<file path="src/rtl/spi_pkg.sv">
// Shared SPI definitions: receive FSM states, default word width and the
// idle line levels used to reset input synchronizers.
package spi_pkg;

    typedef enum logic {
        IDLE  = 1'b0,
        SHIFT = 1'b1
    } spi_state_t;

    localparam int unsigned DEFAULT_DATA_WIDTH = 8;

    localparam logic SPI_CLK_IDLE = 1'b1;
    localparam logic CS_IDLE      = 1'b1;
    localparam logic MOSI_IDLE    = 1'b1;

endpackage

</file>
<file path="src/rtl/spi_sync_edge.sv">
// Multi-flop synchronizer for one asynchronous input, with a trailing flop
// providing single-cycle rise/fall pulses on the synchronized level.
module spi_sync_edge #(
    parameter int unsigned SYNC_STAGES = 2,
    parameter logic        RESET_VAL   = 1'b1
) (
    input  logic clk,
    input  logic reset,
    input  logic din,
    output logic sync,
    output logic rise,
    output logic fall
);

    // SYNC_STAGES must be at least 2 for metastability settling.
    logic [SYNC_STAGES-1:0] stages;
    logic                   prev;

    always_ff @(posedge clk or posedge reset) begin
        if (reset) begin
            stages <= {SYNC_STAGES{RESET_VAL}};
            prev   <= RESET_VAL;
        end else begin
            stages <= {stages[SYNC_STAGES-2:0], din};
            prev   <= stages[SYNC_STAGES-1];
        end
    end

    assign sync = stages[SYNC_STAGES-1];
    assign rise = sync & ~prev;
    assign fall = ~sync & prev;

endmodule

</file>
<file path="src/rtl/spi_slave_rx.sv">
// SPI receive stage: re-times spi_clk/cs/mosi into clk, shifts in MSB-first
// words and hands them over on a valid/ready holding register.
module spi_slave_rx
    import spi_pkg::*;
#(
    parameter int unsigned DATA_WIDTH  = DEFAULT_DATA_WIDTH,
    parameter int unsigned SYNC_STAGES = 2,
    parameter bit          SAMPLE_FALL = 1'b1,
    parameter bit          LATE_CS     = 1'b1
) (
    input  logic                  clk,
    input  logic                  reset,
    input  logic                  spi_clk,
    input  logic                  cs,
    input  logic                  mosi,
    output logic [DATA_WIDTH-1:0] rx_data,
    output logic                  rx_valid,
    input  logic                  rx_ready,
    output logic                  busy,
    output logic                  frame_err,
    output logic                  overrun
);

    localparam int unsigned CW = $clog2(DATA_WIDTH + 1);

    logic sclk_sync_unused, sclk_rise, sclk_fall;
    logic cs_sync_unused, cs_rise, cs_fall;
    logic mosi_sync, mosi_rise_unused, mosi_fall_unused;
    logic sample;

    spi_sync_edge #(.SYNC_STAGES(SYNC_STAGES), .RESET_VAL(SPI_CLK_IDLE)) u_sync_sclk (
        .clk(clk), .reset(reset), .din(spi_clk),
        .sync(sclk_sync_unused), .rise(sclk_rise), .fall(sclk_fall)
    );

    spi_sync_edge #(.SYNC_STAGES(SYNC_STAGES), .RESET_VAL(CS_IDLE)) u_sync_cs (
        .clk(clk), .reset(reset), .din(cs),
        .sync(cs_sync_unused), .rise(cs_rise), .fall(cs_fall)
    );

    spi_sync_edge #(.SYNC_STAGES(SYNC_STAGES), .RESET_VAL(MOSI_IDLE)) u_sync_mosi (
        .clk(clk), .reset(reset), .din(mosi),
        .sync(mosi_sync), .rise(mosi_rise_unused), .fall(mosi_fall_unused)
    );

    assign sample = SAMPLE_FALL ? sclk_fall : sclk_rise;

    spi_state_t            state, state_d;
    logic [CW-1:0]         count, count_d;
    logic [DATA_WIDTH-1:0] shift_q, shift_d;
    logic [DATA_WIDTH-1:0] word;
    logic                  word_done;
    logic                  ferr_d;

    always_ff @(posedge clk or posedge reset) begin
        if (reset) begin
            state   <= IDLE;
            count   <= '0;
            shift_q <= '0;
        end else begin
            state   <= state_d;
            count   <= count_d;
            shift_q <= shift_d;
        end
    end

    // A sample and a cs rise in the same cycle: shift first, then apply the
    // cs rule to the updated count.
    always_comb begin
        state_d   = state;
        count_d   = count;
        shift_d   = shift_q;
        word      = shift_q;
        word_done = 1'b0;
        ferr_d    = 1'b0;
        unique case (state)
            IDLE: begin
                if (cs_fall) begin
                    state_d = SHIFT;
                    count_d = '0;
                    shift_d = '0;
                end
            end
            SHIFT: begin
                if (sample) begin
                    shift_d = {shift_q[DATA_WIDTH-2:0], mosi_sync};
                    count_d = count + 1'b1;
                    if (count_d == CW'(DATA_WIDTH)) begin
                        word_done = 1'b1;
                        word      = shift_d;
                        count_d   = '0;
                    end
                end
                if (cs_rise) begin
                    state_d = IDLE;
                    if (count_d != '0) begin
                        if (LATE_CS && (count_d == CW'(DATA_WIDTH - 1))) begin
                            word_done = 1'b1;
                            word      = {shift_d[DATA_WIDTH-2:0], mosi_sync};
                        end else begin
                            ferr_d = 1'b1;
                        end
                    end
                    count_d = '0;
                end
            end
            default: state_d = IDLE;
        endcase
    end

    assign busy = (state == SHIFT);

    always_ff @(posedge clk or posedge reset) begin
        if (reset) begin
            rx_data   <= '0;
            rx_valid  <= 1'b0;
            frame_err <= 1'b0;
            overrun   <= 1'b0;
        end else begin
            frame_err <= ferr_d;
            overrun   <= 1'b0;
            if (word_done) begin
                if (!rx_valid || rx_ready) begin
                    rx_data  <= word;
                    rx_valid <= 1'b1;
                end else begin
                    overrun <= 1'b1;
                end
            end else if (rx_valid && rx_ready) begin
                rx_valid <= 1'b0;
            end
        end
    end

endmodule

</file>
<file path="config.mk">
export PLATFORM = sky130hd
export DESIGN_NAME = spi_slave_rx
export DESIGN_NICKNAME = d
export VERILOG_FILES = /design/src/rtl/spi_pkg.sv /design/src/rtl/spi_sync_edge.sv /design/src/rtl/spi_slave_rx.sv
export SDC_FILE = /design/constraint.sdc
export NUM_CORES = 1
export LEC_CHECK = 0
export ABC_AREA = 1
export ABC_CLOCK_PERIOD_IN_PS = 1900
export CAP_MARGIN = 10
export CORE_ASPECT_RATIO = 0.8
export CORE_MARGIN = 2
export CORE_UTILIZATION = 55
export DETAILED_ROUTE_END_ITERATION = 6
export HOLD_SLACK_MARGIN = 0.08
export MAX_ROUTING_LAYER = met4
export PLACE_DENSITY = 0.74
export SLEW_MARGIN = 25
export SYNTH_ARGS = -nofsm -noshare
export SYNTH_HDL_FRONTEND = slang
export SYNTH_SLANG_ARGS = --single-unit
</file>
<file path="constraint.sdc">
create_clock -name clk -period 1.9 [get_ports clk]
set_input_delay 0.57 -clock clk [delete_from_list [all_inputs] [get_ports clk]]
set_output_delay 0.57 -clock clk [all_outputs]
set_load 0.01 [all_outputs]
</file>
# After elaboration in Yosys (flattened, before gate mapping)
# Index checks and enable logic that the tools add are counted.
[totals]
elab_cells = 67
reg_bits = 32
inputBits = 6
[classes]
muxes = 33
bitwise = 7
add_sub_neg = 1
n_reduce_logical = 8
n_eq_ne = 5
[op_table]
columns = ["operator", "count"]
rows = [
  ["two-way mux 8 bit", 8],
  ["two-way mux 4 bit", 5],
  ["two-way mux 1 bit", 17],
  ["case mux 8 bit (2 select lines)", 1],
  ["case mux 4 bit (2 select lines)", 1],
  ["AND reduction 2 bit", 3],
  ["adder 4 x 1 -> 4 bit (second input constant)", 1],
  ["== test 4 x 3 -> 1 bit (second input constant)", 1],
  ["== test 4 bit (second input constant)", 1],
  ["!= test 2 bit (second input constant)", 2],
  ["NOT 1 bit", 4],
  ["nonzero test 4 bit", 1],
  ["bitwise AND 1 bit", 3],
  ["!= test 2 x 1 -> 1 bit (second input constant)", 1],
  ["case mux 1 bit (2 select lines)", 1],
  ["nonzero test 2 bit", 1],
  ["logical AND 1 bit", 1],
  ["zero test 1 bit", 1],
  ["logical OR 1 bit", 1],
]

# Depth between registers and ports, before layout
[depth]
ltp_word = 12
mapped_depth = 13
depth_no_buf = 13

# Cells and area by module
# A second synthesis with hierarchy kept.
[hier_totals]
hier_cells = 212
area_unflattened_um2 = 1714.1
[modules_own_cells]
columns = ["mod", "instances", "area_per_inst_um2", "cells_each", "seq_area_each_um2"]
rows = [
  ["spi_slave_rx", 1, 1421.4, 188, 600.6],
  ["spi_sync_edge", 3, 97.6, 8, 78.8],
]

# Worst setup path before layout
# Ideal clock, no wire load.
[synth_timing]
kind = "flip-flop to flip-flop"
from = "register u_sync_sclk.prev"
to = "register rx_data[1]"
setup_time_ps = 117
synth_period_minus_slack_ps = 1763
n_path_buf = 1
arrival_time_ps = 1647
path_stages_with_launch = 13
slack_ps = 137
t_required_ps = 1783
path_cell_list = "dfstp_2 -> inv_1 -> nor2_4 -> buf_6 -> nand3_2 -> nand2_2 -> nand2_2 -> nor2_8 -> nand3_4 -> nand2_4 -> nand3_2 -> nand2_1 -> nand2_1"
[synth_between]
elab_chain_cells = 9
elab_cells_between_ends = 17
[synth_lines]
columns = ["element", "line", "text"]
rows = [
  ["from (decl)", "spi_sync_edge.sv:17", "logic prev;"],
  ["from (signal assigned)", "spi_sync_edge.sv:25", "prev <= stages[SYNC_STAGES-1];"],
  ["bitwise AND 1 bit *", "spi_sync_edge.sv:31", "assign fall = ~sync & prev;"],
  ["two-way mux 4 bit", "spi_slave_rx.sv:85", "if (sample) begin"],
  ["two-way mux 4 bit", "spi_slave_rx.sv:76", "unique case (state)"],
  ["== test 4 x 3 -> 1 bit", "spi_slave_rx.sv:97", "if (LATE_CS && (count_d == CW'(DATA_WIDTH - 1))) begin"],
  ["two-way mux 1 bit", "spi_slave_rx.sv:97", ""],
  ["two-way mux 1 bit", "spi_slave_rx.sv:96", "if (count_d != '0) begin"],
  ["two-way mux 1 bit", "spi_slave_rx.sv:94", "if (cs_rise) begin"],
  ["two-way mux 1 bit", "spi_slave_rx.sv:76", ""],
  ["AND reduction 2 bit (no line)", "n/a", ""],
  ["to (signal assigned)", "spi_slave_rx.sv:124", "rx_data <= word;"],
  ["to (decl)", "spi_slave_rx.sv:16", "output logic [DATA_WIDTH-1:0] rx_data,"],
]
# Every way passes the cells marked *; elsewhere a longest branch is shown, timed or not. The select of a mux whose other input is x is not followed.
# A chain may end at the register's enable or synchronous reset.

# Worst setup path in the final report
[layout_timing]
from = "register u_sync_sclk.prev"
to = "register rx_data[0]"
# Same word-level chain as after synthesis.

==> reports/results.txt <==
Status - complete, no violations
Endpoints failing setup - 0
Ant. Diodes - 0
Final min period - 1880 ps
WP data arrival - 2100 ps
Synth Area in XOR/XNOR - 0
Die height - 52.7 um
Slew margin rel. - 0.710
Register area - 812 um2
Sequential Power Share - 0.447
Gr usage total - 0.238
Port Buffers - 17
Pre-CTS setup slack - -23.1 ps
TritonCTS buffer count - 5
Drc violations - 0
Top post-synthesis cells by area - dfrtp_1 37%, dfstp_2 13%, nand2_1 12%
Die X - 64.8 um
Synth warnings - 0
Crit path required time - 2120 ps
Adder-Cell Fraction of Synth Area - 0.00768
Reg clk slew, reported paths - 60 ps
Clk Tree Root Cell - clkbuf_8
Wire per inst - 12.7 um
CTS tree - yes
Starting density of the core - 0.585
First-pass GRT wire length - 5.78 mm
Layout cells sized above 1 - 0.248
Maxcap violations - 0
Register bit total from synthesis - 32
Final setup margin - 16.6 ps
Final Hold Viols - 0
RD Place Congestion - 0.897
Worst Setup End Kind - flip-flop
Largest net degree at the start of global routing - 33
Layout Utilization - 0.754
RSZ-0062 raised after global routing - yes
Slew @ Worst Pin - 435 ps
Multi-input gate area - 721 um2
Fmax - 0.531 GHz
Num rows - 17
1st-iter DRT viols - 107
Compound-gate portion of the synthesized area - 0.121
Initial antenna violation count - 0
Pre-antenna DRT Iters - 4
Int Pwr - 0.00126 W
Lkg Pwr - 0.996 nW
DIE AREA - 0.00342 mm2
Vias in the first global route - 1330
Cell count after synthesis - 192
Area leader, netlist - dfrtp_1
Worst Hold Slack - 357 ps
Clock Path Buffers - 2
Cell Pwr Density - 781 mW/mm2
Psw - 0.000379 W
Post-Syn Area - 0.00163 mm2
CP Max Fanout - 8
Commonest non-fill, non-tap cell in the layout - nand2_1
Post-synthesis sequential area ratio - 0.498
Hold_buf cts - 0
H-Tree Depth - 2
Area delta synth->final - 29.0%
Vias per cell - 5.26
Synth Area in Simple Gates - 0.291
Comb pwr share - 0.135
Switch share - 0.231
Grt ovf - 0
Routed wire length - 3.36 mm
Clock Skews - 2.72 ps
Final period utilization - 0.991
Via count - 1389
Clock power share - 0.417
Yosys top cell area share - 0.369
Synthesized net count - 199
Number of clock sinks - 32
DP HPWL - 2.48 mm
Crit path launch type - flip-flop
I/O pins - 18
Core Box Area - 0.00279 mm2
ANT nets after route - 0
Fill cells - 195
Total power - 0.00164 W
Fin. max-slew vios - 0
Multiplexer share of the synthesized area - 0
Nets - 232
Post-synth cell types - 28
Most frequent cells in the layout - 45 x nand2_1, 24 x inv_1, 23 x dfrtp_1
Worst IR Drop VDD - 0.581 mV
Clock Latency Late Sink - 280 ps
Hold Path Class - reg -> reg
Synth Area per Inst - 8.48 um2
Crit path kind - reg -> reg
Largest family of logic cells by synthesized area - simple AND/OR/NAND/NOR gates
-- critical path: stages (launching register included) --
cell,delay [ps]
dfstp_2,520
inv_2,40
nor2_4,190
nor2_1,50
o21bai_2,250
nor2_8,140
nand3_4,90
nand2_4,110
nand2_4,80
nor2_8,190
nand2_1,80
nand2_1,70
-- path summary, 6_finish.rpt --
kind	from	end	slack (ps)	cells past startpoint
setup / recovery	u_sync_sclk.prev	rx_data[0]	20	11
hold / removal	u_sync_sclk.stages[0]	u_sync_sclk.stages[1]	360	0
setup reg to reg	u_sync_sclk.prev	rx_data[0]	20	11
hold reg to reg	u_sync_sclk.stages[0]	u_sync_sclk.stages[1]	360	0
max in group asynchronous	reset	u_sync_cs.prev	920	3
min in group asynchronous	reset	shift_q[6]	670	3
-- power groups by stage --
stage | Clock [W] | Sequential (W) | Combinational, W
6_report | 0.000685 | 0.000735 | 0.000222
5_1_grt | 0.000741 | 0.000738 | 0.000249
4_1_cts | 0.000702 | 0.000736 | 0.000198
3_5_place_dp | 0 | 0.000748 | 0.000197
3_3_place_gp | 0 | 0.000746 | 0.000191
2_1_floorplan | 0 | 0.000751 | 0.000129
-- per-layer routing --
| metal | GRT usage | wire [um] |
|---|---|---|
| met2 | 0.378 | 1540 |
| met4 | 0.106 | 21 |
| met1 | 0.287 | 1570 |
| met3 | 0.0688 | 227 |
| met5 | - | 0 |
-- flip-flops by register name, indices dropped and copies added (netlist names) --
register and count:
rx_data 8, shift_q 8, count 4, u_sync_cs.stages 2, u_sync_mosi.stages 2, u_sync_sclk.stages 2, busy 1, frame_err 1
overrun 1, rx_valid 1, u_sync_cs.prev 1, u_sync_sclk.prev 1
-- cell usage after synthesis, drive strengths merged --
| cell | instances |
|---|---|
| clkbuf | 4 |
| o21bai | 1 |
| dfrtp | 24 |
| a31oi | 1 |
| o21ai | 12 |
| nand3 | 14 |
| o22ai | 9 |
| nand2 | 55 |
| buf | 1 |
| inv | 28 |
| a41oi | 1 |
| nand4 | 8 |
| clkinv | 1 |
| a32o | 1 |
| ha | 1 |
| nor2 | 15 |
| a21oi | 8 |
| dfstp | 8 |
-- what timing repair did --
action                     CTS  global route
gates resized for setup      2            14
pin swaps                    0            10
buffers inserted             0             6
setup endpoints to repair    2             9
-- cell type report --
cell class	count	share of cell area
clock inverter	1	0.0143
multi-input combinational	126	0.343
sequential	32	0.387
inverter	29	0.0530
timing repair buffer	31	0.135
clock buffer	7	0.0459
tap	38	0.0226
-- logic make-up after synthesis --
family,after synthesis
AOI/OAI and AO/OA,33
DFF,32
buffers and inverters,34
adders and majority gates,1
and+or+nand+nor,92
-- stage by stage --
step	TNS (ps)	cells	area, um2
after floorplan	0	192	1630
after global placement	0	250	1880
after detailed placement	-23.1	250	1880
after CTS	0	258	2010
after global routing	-462	264	2100
final	0	264	2100
(Power assumes the default switching activity.)
